<file path="src/rtl/sprite_renderer_if.sv">
// Sprite renderer bus: timing-generator coordinates, position writes, sprite ROM port and mux outputs.
// Latency: none (wiring only).
// Backpressure: none; every signal is sampled or driven on each pixel clock.
interface sprite_renderer_if #(
  parameter int ADDR_W = 8
);
  logic [9:0]        pixel_x;
  logic [9:0]        pixel_y;
  logic              video_on;
  logic              frame_start;
  logic [9:0]        pos_x_in;
  logic [9:0]        pos_y_in;
  logic              pos_we;
  logic [ADDR_W-1:0] rom_addr;
  logic [11:0]       rom_data;
  logic [11:0]       sprite_colour;
  logic              sprite_sel;

  // Master side: timing generator, CPU position port and sprite ROM.
  modport master (
    output pixel_x, pixel_y, video_on, frame_start,
    output pos_x_in, pos_y_in, pos_we, rom_data,
    input  rom_addr, sprite_colour, sprite_sel
  );

  // Slave side: the renderer itself.
  modport slave (
    input  pixel_x, pixel_y, video_on, frame_start,
    input  pos_x_in, pos_y_in, pos_we, rom_data,
    output rom_addr, sprite_colour, sprite_sel
  );
endinterface

</file>
<file path="src/rtl/sprite_renderer.sv">
// Single-sprite overlay: hit test against a double-buffered position, ROM fetch, transparency key.
// Latency: 2 clk from pixel coordinates to sprite_sel/sprite_colour.
// Backpressure: none; one pixel per clock, position updates take effect only at frame_start.
module sprite_renderer #(
  parameter int          SPRITE_W    = 16,
  parameter int          SPRITE_H    = 16,
  parameter logic [11:0] TRANSPARENT = 12'hF0F
) (
  input logic              clk,
  input logic              rst,
  sprite_renderer_if.slave bus
);
  localparam int XW     = $clog2(SPRITE_W);
  localparam int YW     = $clog2(SPRITE_H);
  localparam int ADDR_W = XW + YW;

  logic [9:0]        act_x, act_y;
  logic [9:0]        pend_x, pend_y;
  logic              pend_valid;
  logic              hit, hit_d1, hit_d2;
  logic [10:0]       x_end, y_end;
  logic [XW-1:0]     off_x;
  logic [YW-1:0]     off_y;
  logic [ADDR_W-1:0] rom_addr_q;

  // Position double buffer: writes land in pending and move to active only on frame_start.
  always_ff @(posedge clk) begin
    if (rst) begin
      act_x      <= '0;
      act_y      <= '0;
      pend_x     <= '0;
      pend_y     <= '0;
      pend_valid <= 1'b0;
    end else if (bus.frame_start) begin
      // A write coinciding with frame_start goes straight to active.
      if (bus.pos_we) begin
        act_x <= bus.pos_x_in;
        act_y <= bus.pos_y_in;
      end else if (pend_valid) begin
        act_x <= pend_x;
        act_y <= pend_y;
      end
      pend_valid <= 1'b0;
    end else if (bus.pos_we) begin
      pend_x     <= bus.pos_x_in;
      pend_y     <= bus.pos_y_in;
      pend_valid <= 1'b1;
    end
  end

  // Stage 0: hit test with 11-bit right/bottom edges so the sprite clips at 1023 rather than wrapping.
  always_comb begin
    x_end = {1'b0, act_x} + 11'(SPRITE_W);
    y_end = {1'b0, act_y} + 11'(SPRITE_H);
    hit   = bus.video_on
          && (bus.pixel_x >= act_x) && ({1'b0, bus.pixel_x} < x_end)
          && (bus.pixel_y >= act_y) && ({1'b0, bus.pixel_y} < y_end);
    // Offsets are below the sprite size, so the low bits of the difference are enough.
    off_x = bus.pixel_x[XW-1:0] - act_x[XW-1:0];
    off_y = bus.pixel_y[YW-1:0] - act_y[YW-1:0];
  end

  // Stage 1: register ROM address (row-major, width is a power of two) and the hit flag.
  always_ff @(posedge clk) begin
    if (rst) begin
      rom_addr_q <= '0;
      hit_d1     <= 1'b0;
    end else begin
      rom_addr_q <= hit ? {off_y, off_x} : '0;
      hit_d1     <= hit;
    end
  end

  // Stage 2: align the hit flag with the colour returned by the ROM.
  always_ff @(posedge clk) begin
    if (rst) hit_d2 <= 1'b0;
    else     hit_d2 <= hit_d1;
  end

  // Output mux control: transparent texels and reset both fall through to background.
  always_comb begin
    bus.sprite_sel    = hit_d2 && !rst && (bus.rom_data != TRANSPARENT);
    bus.sprite_colour = bus.sprite_sel ? bus.rom_data : 12'h000;
  end

  assign bus.rom_addr = rom_addr_q;
endmodule

</file>
<file path="src/flat_wrapper.sv">
// flat-port wrapper written by rule: the top's interface ports become plain ports
module sprite_renderer_flat 
#(
  parameter int          SPRITE_W    = 16,
  parameter int          SPRITE_H    = 16,
  parameter logic [11:0] TRANSPARENT = 12'hF0F
)
  (clk, rst, bus_pixel_x, bus_pixel_y, bus_video_on, bus_frame_start, bus_pos_x_in, bus_pos_y_in, bus_pos_we, bus_rom_data, bus_rom_addr, bus_sprite_colour, bus_sprite_sel);
  sprite_renderer_if #(.ADDR_W(8)) bus_i ();
  input logic clk;
  input logic rst;
  input wire logic [$bits(bus_i.pixel_x)-1:0] bus_pixel_x;
  input wire logic [$bits(bus_i.pixel_y)-1:0] bus_pixel_y;
  input wire logic [$bits(bus_i.video_on)-1:0] bus_video_on;
  input wire logic [$bits(bus_i.frame_start)-1:0] bus_frame_start;
  input wire logic [$bits(bus_i.pos_x_in)-1:0] bus_pos_x_in;
  input wire logic [$bits(bus_i.pos_y_in)-1:0] bus_pos_y_in;
  input wire logic [$bits(bus_i.pos_we)-1:0] bus_pos_we;
  input wire logic [$bits(bus_i.rom_data)-1:0] bus_rom_data;
  output wire logic [$bits(bus_i.rom_addr)-1:0] bus_rom_addr;
  output wire logic [$bits(bus_i.sprite_colour)-1:0] bus_sprite_colour;
  output wire logic [$bits(bus_i.sprite_sel)-1:0] bus_sprite_sel;
  assign bus_i.pixel_x = bus_pixel_x;
  assign bus_i.pixel_y = bus_pixel_y;
  assign bus_i.video_on = bus_video_on;
  assign bus_i.frame_start = bus_frame_start;
  assign bus_i.pos_x_in = bus_pos_x_in;
  assign bus_i.pos_y_in = bus_pos_y_in;
  assign bus_i.pos_we = bus_pos_we;
  assign bus_i.rom_data = bus_rom_data;
  assign bus_rom_addr = bus_i.rom_addr;
  assign bus_sprite_colour = bus_i.sprite_colour;
  assign bus_sprite_sel = bus_i.sprite_sel;
  sprite_renderer #(.SPRITE_W(SPRITE_W), .SPRITE_H(SPRITE_H), .TRANSPARENT(TRANSPARENT)) u_core (.clk(clk), .rst(rst), .bus(bus_i));
endmodule
</file>
<file path="config.mk">
export PLATFORM = sky130hd
export DESIGN_NAME = sprite_renderer_flat
export DESIGN_NICKNAME = d
export VERILOG_FILES = /design/src/rtl/sprite_renderer_if.sv /design/src/rtl/sprite_renderer.sv /design/src/flat_wrapper.sv
export SDC_FILE = /design/constraint.sdc
export NUM_CORES = 1
export LEC_CHECK = 0
export CAP_MARGIN = 20
export CORE_MARGIN = 2
export CORE_UTILIZATION = 40
export DETAILED_ROUTE_END_ITERATION = 16
export PLACE_DENSITY_LB_ADDON = 0.15
export SYNTH_ARGS = -nofsm -noshare
export SYNTH_HDL_FRONTEND = slang
export SYNTH_SLANG_ARGS = --single-unit
</file>
<file path="constraint.sdc">
create_clock -name clk -period 3.5 [get_ports clk]
set_input_delay 0.7 -clock clk [delete_from_list [all_inputs] [get_ports clk]]
set_output_delay 0.7 -clock clk [all_outputs]
set_load 0.02 [all_outputs]
</file>
# Yosys cells after proc, flatten, opt, wreduce, memory -nomap -nowiden
# Index checks and enable logic that the tools add are counted.
word_totals:
  wordCells: 36
  output_inout_bits: 21
  ram_bits: 0
  memories: 0
  reg_bits: 51
  in_bits: 57
  rom_bits: 0
  latch_bits: 0
op_classes:
  bitwise_logic: 2
  eq_ne: 1
  muxes: 5
  n_reduce_logical: 12
  n_mul: 0
  shifts: 0
  addsub: 4
  magnitude_cmp: 4
  div_mod_pow: 0
op_table:
  columns: ["operator", "n"]
  rows:
  - ["two-way mux 10 bit", 4]
  - ["adder 10 x 5 -> 11 bit, second input constant", 2]
  - ["< comparator 10 x 11 -> 1 bit", 2]
  - [">= comparator 10 bit", 2]
  - ["two-way mux 12 bit", 1]
  - ["inequality test 12 bit, second input constant", 1]
  - ["subtractor 4 bit", 2]
  - ["logical AND 1 bit", 6]
  - ["AND reduction 2 bit", 2]
  - ["OR reduction 2 bit", 2]
  - ["inverter 1 bit", 2]
  - ["nonzero test 2 bit", 1]
  - ["logical NOT 1 bit", 1]

# Depth between registers and ports, before layout
# Gate-level depths: netlist of the first run.
logic_depth:
  ltp_word: 7
  mapped_depth: 9
  depth_no_buf: 9

# Worst setup path after synthesis of the first run
# No wires, ideal clock.
synth_timing:
  path_type: "input -> output"
  startpoint: "input port rst"
  endpoint: "output port bus_sprite_colour[10]"
  t_required_ns: 2.800
  slack_ns: 1.021
  arrival_time_ns: 1.779
  n_path_buf: 2
  path_stages: 4
  cell_sequence: "buf_2 nor3b_1 clkbuf_1 and2_1"
synth_between:
  elab_chain_len: 4
synth_rtl:
  columns: ["item", "line_no", "text"]
  rows:
  - ["from (decl)", "flat_wrapper.sv:11", "input logic rst;"]
  - ["logical NOT 1 bit", "sprite_renderer.sv:82", "bus.sprite_sel = hit_d2 && !rst && (bus.rom_data != TRANSPARENT);"]
  - ["logical AND 1 bit (2 in series)", "sprite_renderer.sv:82", null]
  - ["named net bus_sprite_sel", "flat_wrapper.sv:22", "output wire logic [$bits(bus_i.sprite_sel)-1:0] bus_sprite_sel;"]
  - ["two-way mux 12 bit", "sprite_renderer.sv:83", "bus.sprite_colour = bus.sprite_sel ? bus.rom_data : 12'h000;"]
  - ["to (decl)", "flat_wrapper.sv:21", "output wire logic [$bits(bus_i.sprite_colour)-1:0] bus_sprite_colour;"]
# The timed path passes the listed nets, and every way through them passes these cells.

# Final worst setup path of the first run
layout_timing:
  startpoint: "input port bus_rom_data[7]"
  endpoint: "output port bus_sprite_colour[10]"
layout_between:
  elab_chain_len: 3
layout_rtl:
  columns: ["item", "line_no", "text"]
  rows:
  - ["from (decl)", "flat_wrapper.sv:19", "input wire logic [$bits(bus_i.rom_data)-1:0] bus_rom_data;"]
  - ["inequality test 12 bit", "sprite_renderer.sv:82", null]
  - ["logical AND 1 bit", "sprite_renderer.sv:82", null]
  - ["two-way mux 12 bit", "sprite_renderer.sv:83", null]
# No other way between the ends.

==> run metrics, run 1 <==
status completed; HP Class reg -> reg; fmax ~0.32 GHz; Max Cap Violations 0; DP Wirelength 5310 um; Syn. warnings 0; switching component of the power just under 400 uW; Worst EP required approximately 2800 ps; first-pass GRT wire length around 12000 um; Final Max Slew Viols 0; Post-Synthesis Cell Area slightly above 3000 um2; Die Height between 90 and 100 um; share of layout cells above drive strength 1 between 5 and 6%; clock-pin slew on the worst setup and hold paths ~90 ps; FF+latch count, synth 51; FP Rows 32; Pwr Density 336 nW/um2; CTS Buf Count 5; critical path endpoint category output pin; port bufs 77; fillcell total between 700 and 800; Setup-failing EPs final 0; IO Pins 78; maximum VDD drop between 0.00015 and 0.0002 V; crit path max fanout 13; Starting Density between 40% and 50%; DIE AREA 8460 um2; Routed wire per std cell between 10 and 15 um; critical path's top delay family buffers and inverters; most frequent cells in the layout 77 x clkdlybuf4s50_1, 51 x dfxtp_1, 45 x nand2_1, 34 x ha_1, 30 x a21oi_1; clock sink count 51; Remaining DRCs 0; Core ar. between 7000 and 8000 um2; leakage power ~1.6 nW; pin count of the biggest net entering global routing 44; Startpoint Class input pin; Least-Margin Pin Slew between 800 and 900 ps; Max-slew headroom a little under half; drt first-iter violations 75; crit path cell chain clkdlybuf4s50_1 > nand4bb_1 > nor3_1 > nor3b_1 > buf_4 > and2_1 > clkdlybuf4s50_1; setup_tns 0 ps; overall power between 1 and 1.5 mW; Final ANT Viol Nets 0; worst-skew pair later-pin latency approximately 310 ps; syn nets 453; Area after DPL just under 4000 um2; slowest CP cell clkdlybuf4s50_1; most used cell, CP clkdlybuf4s50_1; final wirelength 6790 um; Area Growth Syn to Fin 31.8%; number of antenna diodes 0; Tmin final roughly 3200 ps; average size of a mapped cell around 8.6 um2; Core Util, Final between 50 and 60%; Pre-antenna DRT Iters 4; vias in the first global route around 2500; Syn Inst Count 360; CTS max path bufs 2; Hold Violations, Final 0; sequential share of power 46.0%; RSZ-0062 raised after global routing false; CTS tree built; Max stage delay on crit path ~600 ps; Nets about 530; vias per cell a little under 5; most common cell after layout, fill and taps aside clkdlybuf4s50_1; CTS HTree Levels 2; CTS root buf clkbuf_8; Tot GR Track Use 16.9%; Die W between 90 and 100 um; Clock Power Share 29.6%; switching share of power 28.2%; Tcrit/Tclk final 90.5%; Post-Route Skew 9.63 ps; Buf/Inv on CP 3; CTS resizes 0; Setup CP Type in -> out; GP Congestion slightly above 0.8; remaining global-route overflow 0; Gate power share 24.3%; post-synthesis sequential area ratio 33.0%; Post-CTS Setup Repair Bufs 0; cell area after layout roughly 4100 um2; Vias 2658; internal power 986 uW; Netlist cell types 40; Hold Buf Count CTS 0; CP arrival between 2000 and 2500 ps; initial antenna violation count 0
-- cell usage after synthesis (all sizes together) --
master | count | area (um2)
dfxtp | 51 | 1020
nand2 | 45 | 169
ha | 34 | 425
a21oi | 30 | 150
nor2 | 27 | 101
inv | 26 | 97.6
a211oi | 23 | 173
mux2i | 20 | 200
clkbuf | 14 | 52.6
and2 | 12 | 75.1
nand3 | 12 | 60.1
nor3 | 10 | 70.1
xnor2 | 10 | 87.6
o21ai | 6 | 30.0
nor2b | 5 | 31.3
and3 | 3 | 20.0
buf | 3 | 15.0
nor3b | 3 | 27.5
o211ai | 3 | 36.3
a211o | 2 | 17.5
a21boi | 2 | 15.0
a21o | 2 | 15.0
fa | 2 | 40.0
nand2b | 2 | 12.5
nand4b | 2 | 17.5
o311ai | 2 | 42.6
a2111oi | 1 | 27.5
a31oi | 1 | 6.26
a32oi | 1 | 8.76
nand4 | 1 | 6.26
nand4bb | 1 | 11.3
o21a | 1 | 7.51
o221ai | 1 | 8.76
o31a | 1 | 8.76
xor2 | 1 | 8.76
-- final timing paths --
path	start	to	slack, ps	depth (start not counted)
min	u_core.pend_y[2]	u_core.pend_y[2]	460	2
min reg2reg	u_core.pend_y[2]	u_core.pend_y[2]	460	2
max	bus_rom_data[7]	bus_sprite_colour[10]	330	7
max reg2reg	u_core.act_x[6]	u_core.bus.rom_addr[0]	1150	9
-- worst reg2reg max path: stages (launching register included) --
cell	delay [ps]
dfxtp_1	440
and3_1	240
nand3_1	110
xnor2_1	150
ha_1	310
a21oi_1	160
a32oi_1	120
a2111oi_4	290
o311ai_4	260
nor3_1	210
-- state kept, by name, summed over array words and instances (netlist names) --
| name | cells |
|---|---|
| u_core.act_x | 10 |
| u_core.hit_d1 | 1 |
| u_core.hit_d2 | 1 |
| u_core.bus.rom_addr | 8 |
| u_core.pend_x | 10 |
| u_core.act_y | 10 |
| u_core.pend_y | 10 |
| u_core.pend_valid | 1 |
-- layer usage --
metal	routed length [um]	GRT usage, %
met5	0	0
met4	80	4.48
met3	225	2.79
met2	3120	28.5
met1	3360	22.5
-- cell type report --
type / count / area [um2] / share of cell area (%)
Multi-Input combinational cell: 266 / 1910 / 46.9
Sequential cell: 51 / 1020 / 25.0
Timing Repair Buffer: 83 / 816 / 20.0
Tap cell: 102 / 128 / 3.13
Inverter: 26 / 97.6 / 2.39
Clock buffer: 5 / 68.8 / 1.69
Clock inverter: 2 / 37.5 / 0.920
-- cell families after synthesis --
logic type      synth area share, %
compound gates                 17.7
xor+xnor                       3.11
fa+ha+maj                      15.0
buf+inv                        5.33
flops                          33.0
mux                            6.46
simple gates                   19.4
-- power groups by stage --
stage | combinational (mW) | sequential (mW) | clock, mW
5_1_grt | 0.379 | 0.637 | 0.440
4_1_cts | 0.337 | 0.633 | 0.418
2_1_floorplan | 0.213 | 0.640 | 0
3_5_place_dp | 0.335 | 0.646 | 0
3_3_place_gp | 0.330 | 0.645 | 0
6_report | 0.334 | 0.632 | 0.407
-- metrics by stage --
step,hold slack (ps),worst slack [ps],std cells
2_1_floorplan,414,1020,360
3_3_place_gp,441,355,528
3_5_place_dp,446,327,528
4_1_cts,460,313,535
5_1_grt,471,232,535
6_report,457,332,535
Note: power is estimated with default switching activity, not from simulation.
==> run 2: changes to the inputs <==
--- a/config.mk
+++ b/config.mk
@@ -9,6 +9,7 @@
 export CORE_MARGIN = 2
 export CORE_UTILIZATION = 40
 export DETAILED_ROUTE_END_ITERATION = 16
+export HOLD_SLACK_MARGIN = 0.12
 export PLACE_DENSITY_LB_ADDON = 0.15
 export SYNTH_ARGS = -nofsm -noshare
 export SYNTH_HDL_FRONTEND = slang
==> results of run 2 <==
Same layout as run 1: the final DEF is identical, and so are final timing and power.
==> run 3: changes to the inputs <==
--- a/config.mk
+++ b/config.mk
@@ -9,7 +9,7 @@
 export CORE_MARGIN = 2
 export CORE_UTILIZATION = 40
 export DETAILED_ROUTE_END_ITERATION = 16
-export HOLD_SLACK_MARGIN = 0.12
+export HOLD_SLACK_MARGIN = 0.1
 export PLACE_DENSITY_LB_ADDON = 0.15
 export SYNTH_ARGS = -nofsm -noshare
 export SYNTH_HDL_FRONTEND = slang
==> results of run 3 <==
Same layout as run 1: the final DEF is identical, and so are final timing and power.
==> edit 1 (settings of run 2) <==
Take the reset off `rom_addr_q` and load it in a clocked block of its own.
--- a/src/rtl/sprite_renderer.sv
+++ b/src/rtl/sprite_renderer.sv
@@ -65,8 +65,10 @@
     if (rst) begin
-      rom_addr_q <= '0;
       hit_d1     <= 1'b0;
     end else begin
-      rom_addr_q <= hit ? {off_y, off_x} : '0;
       hit_d1     <= hit;
     end
+  end
+
+  always_ff @(posedge clk) begin
+    rom_addr_q <= hit ? {off_y, off_x} : '0;
   end
Behaviour: not the same (Yosys sat finds a counterexample within 4 cycles, from zero or initial values and one cycle with rst high).
==> edit 1 against run 2 <==
- synthesized cell count rose by 1.4%
- largest power group unchanged
- routed wire length fell by 4.1%
- sequential cell count did not move
- critical endpoint is now bus_sprite_colour[1]
- critical path depth did not move
- clock power fell by 1%
- area after synthesis fell by 0.89%
- cell count rose by 0.37%
- first-iteration DRC count rose by 6.7%
- setup slack improved by 0.0025 ns
- global-route usage fell by 1.1 points
- design area fell by 0.77%
- sequential share of layout area rose by 0.19 points
- power fell by 0.37%
==> edit 1: results (changes against run 2) <==
Mean Syn Cell Area 8.41 sq um (-2.2%); initial antenna violation count 0 (unchanged); post-detail-place hpwl 5.18 mm (-2.4%); Vias per Instance 4.86 (-2.2%); Reg2Reg Capture Point u_core.hit_d1; Synth top cells by count nand2_1 (52), dfxtp_1 (51), ha_1 (34); Routed WL 6.51 mm (-4.1%); IO buf count 77 (unchanged); first-pass GRT wire length 11.0 mm (-5.8%); fin nets 531 (+0.95%); sequential area share after synthesis 0.333 (+0.00296); crit path DAT 2.47 ns (about the same); clk_skew 0.00268 ns (-0.00696 ns); Total GRT Usage 0.159 (-0.0108); Place WS 0.323 ns (-0.00409 ns); fmax 316 MHz (about the same); Net Count, Synth 458 (+1.1%); clk_lat worst skew 0.30 ns; async set-reset flop share out of synthesis 0 (unchanged); Final GP Congestion 0.825 (about the same); DR DRC count 0 (unchanged); relative slew slack 0.485 (+0.0246); layout cells sized above 1 0.0525 (-0.00292); status completed; vias in the first global route 2465 (-2.2%); maximum VDD drop 0.215 mV (+35%); hold_sp u_core.hit_d1; Worst R2R Setup Slack 1.14 ns; root buffer cell clkbuf_8; worst r2r src u_core.act_y[4]; # fillers 675 (-11%); worst setup path end bus_sprite_colour[1]; post_cts resized 0 (unchanged); synth top area cells dfxtp_1 (33%), ha_1 (14%), mux2i_1 (6.5%); Placed Cells 530 (+0.38%); vias 2609 (-1.8%); leakage 1.55 nW (-0.73%); initial DRC count 80 (+6.7%); synth unique cells 41 (+2.5%); slowest stage cell, crit path clkdlybuf4s50_1
-- edit 1: worst min-delay path by stage --
| stage | slack, ns | endpoint | depth (start not counted) |
|---|---|---|---|
| 4_1_cts | 0.45 | u_core.hit_d2 | 1 |
| 2_1_floorplan | 0.41 | u_core.hit_d2 | 1 |
| 6_report | 0.45 | u_core.hit_d2 | 1 |
| 5_1_grt | 0.47 | u_core.hit_d2 | 1 |
| 3_5_place_dp | 0.43 | u_core.hit_d2 | 1 |
| 3_3_place_gp | 0.42 | u_core.hit_d2 | 1 |
-- edit 1: final cells by class --
class | instances | share of cell area
sequential | 51 | 0.252
inverter | 26 | 0.0241
timing repair buffer | 84 | 0.203
multi-input combinational | 270 | 0.464
clock inverter | 2 | 0.00927
tap | 99 | 0.0306
clock buffer | 5 | 0.0170
-- edit 1: layer usage --
| layer | up-vias | track usage | wire, um |
|---|---|---|---|
| met5 | - | 0 | 0 |
| met4 | 0 | 0.0227 | 33 |
| met3 | 4 | 0.0373 | 371 |
| met2 | 61 | 0.260 | 2930 |
| met1 | 1134 | 0.216 | 3170 |
| li1 | 1410 | - | - |
-- edit 1: per-stage QoR --
step | power [mW] | cell area, sq um
after floorplan | 0.852 | 3070
after global placement | 0.975 | 3940
after detailed placement | 0.983 | 3940
after CTS | 1.39 | 4050
after global routing | 1.46 | 4050
final | 1.37 | 4050
-- edit 1: logic make-up after synthesis --
kind of cell	after synthesis	share of synthesized area
xor+xnor	11	0.0314
buf+inv	44	0.0563
mux	20	0.0652
compound gates	74	0.151
simple gates	129	0.212
fa+ha+maj	36	0.152
flops	51	0.333
-- edit 1: power breakdown --
part | internal [mW] | leakage, nW | switching, mW
clock network | 0.209 | 0.0502 | 0.193
logic | 0.173 | 1.09 | 0.161
registers | 0.611 | 0.418 | 0.0216
==> edit 2 (settings of run 2) <==
Without the edit above. `TRANSPARENT` is set to 12'hF0F in 2 places; all go to 12'h787.
--- a/src/rtl/sprite_renderer.sv
+++ b/src/rtl/sprite_renderer.sv
@@ -6,3 +6,3 @@
   parameter int          SPRITE_H    = 16,
-  parameter logic [11:0] TRANSPARENT = 12'hF0F
+  parameter logic [11:0] TRANSPARENT = 12'h787
 ) (
--- a/src/flat_wrapper.sv
+++ b/src/flat_wrapper.sv
@@ -5,3 +5,3 @@
   parameter int          SPRITE_H    = 16,
-  parameter logic [11:0] TRANSPARENT = 12'hF0F
+  parameter logic [11:0] TRANSPARENT = 12'h787
 )
Behaviour: not the same (a bounded check fails within 4 cycles, from zero or initial values and one cycle with rst high).
==> edit 2 against run 2 <==
- power down 4.9%
- first-iteration DRC count fell by 2.7%
- design area fell by 1.3%
- setup slack got worse by 0.12 ns
- area after synthesis is 1.2% lower
- sequential cell count unchanged
- register-to-register slack lost 0.36 ns
- routed wire length is 0.80% lower
- largest cell class unchanged
==> edit 2: results (changes against run 2) <==
Synth Area in Adders 0.152 (+0.00184); vias in the first global route 2532 (+0.48%); Non-clock buffering overhead 0.201 (+0.000681); multi-input gate count 267 (+0.38%); synth top area cells dfxtp_1 (33%), ha_1 (14%), mux2i_1 (6.5%); layout cells sized above 1 0.0532 (-0.00219); Routed wire per std cell 12.7 um (about the same); clock-cell share of area 0.0220 (-0.00401); post-detail-place hpwl 5.26 mm (-0.82%); relative slew slack 0.465 (+0.00435); XOR/XNOR share of the synthesized area 0.0315 (+0.000382); sequential area share after synthesis 0.334 (+0.00405); status completed; met2 usage 0.269 (-0.0159); Net Count, Synth 452 (-0.22%); Metal-1 WL 3.35 mm (-0.45%); wire length on met2 2.95 mm (-5.2%); Non-clock buffers 82 (-1.2%); first-pass GRT wire length 11.4 mm (-2.7%); M3 GR Usage 0.0349 (+0.00692); Fin Hold WS 0.442 ns (-0.0148 ns); initial DRC count 73 (-2.7%); Total GRT Usage 0.164 (-0.00498); post_cts resized 1 (+1); Placed Cells 523 (-0.95%); maximum VDD drop 0.187 mV (+17%); Reg2Reg Capture Point u_core.bus.rom_addr[2]; Worst R2R Setup Slack 0.79 ns (-0.36 ns); clock buffer count in the final layout 6 (+1)
-- edit 2: changes by cell type after synthesis, sizes merged, moves of 3 or more --
cell	change
a21o	+4
a31oi	+3
and2	+3
inv	-3
nor3	-6
nor4	+4
-- edit 2: how the worst max path moves through the flow --
stage	endpoint	cells after the start	from	slack, ns
after floorplan	bus_sprite_colour[10]	6	bus_rom_data[10]	0.94
after detailed placement	bus_sprite_colour[0]	7	bus_rom_data[10]	-0.22
after CTS	bus_sprite_colour[0]	7	bus_rom_data[2]	0.10
after global placement	bus_sprite_colour[10]	7	bus_rom_data[10]	-0.09
after global routing	bus_sprite_colour[11]	7	bus_rom_data[10]	0.1
final	bus_sprite_colour[0]	7	bus_rom_data[10]	0.22
-- edit 2: critical path, cell delays in order --
cell	delay [ns]
clkdlybuf4s50_1	0.47
nor4bb_1	0.28
nand4_1	0.13
nor2_1	0.20
nor3b_4	0.10
and2_1	0.16
clkdlybuf4s50_1	0.54
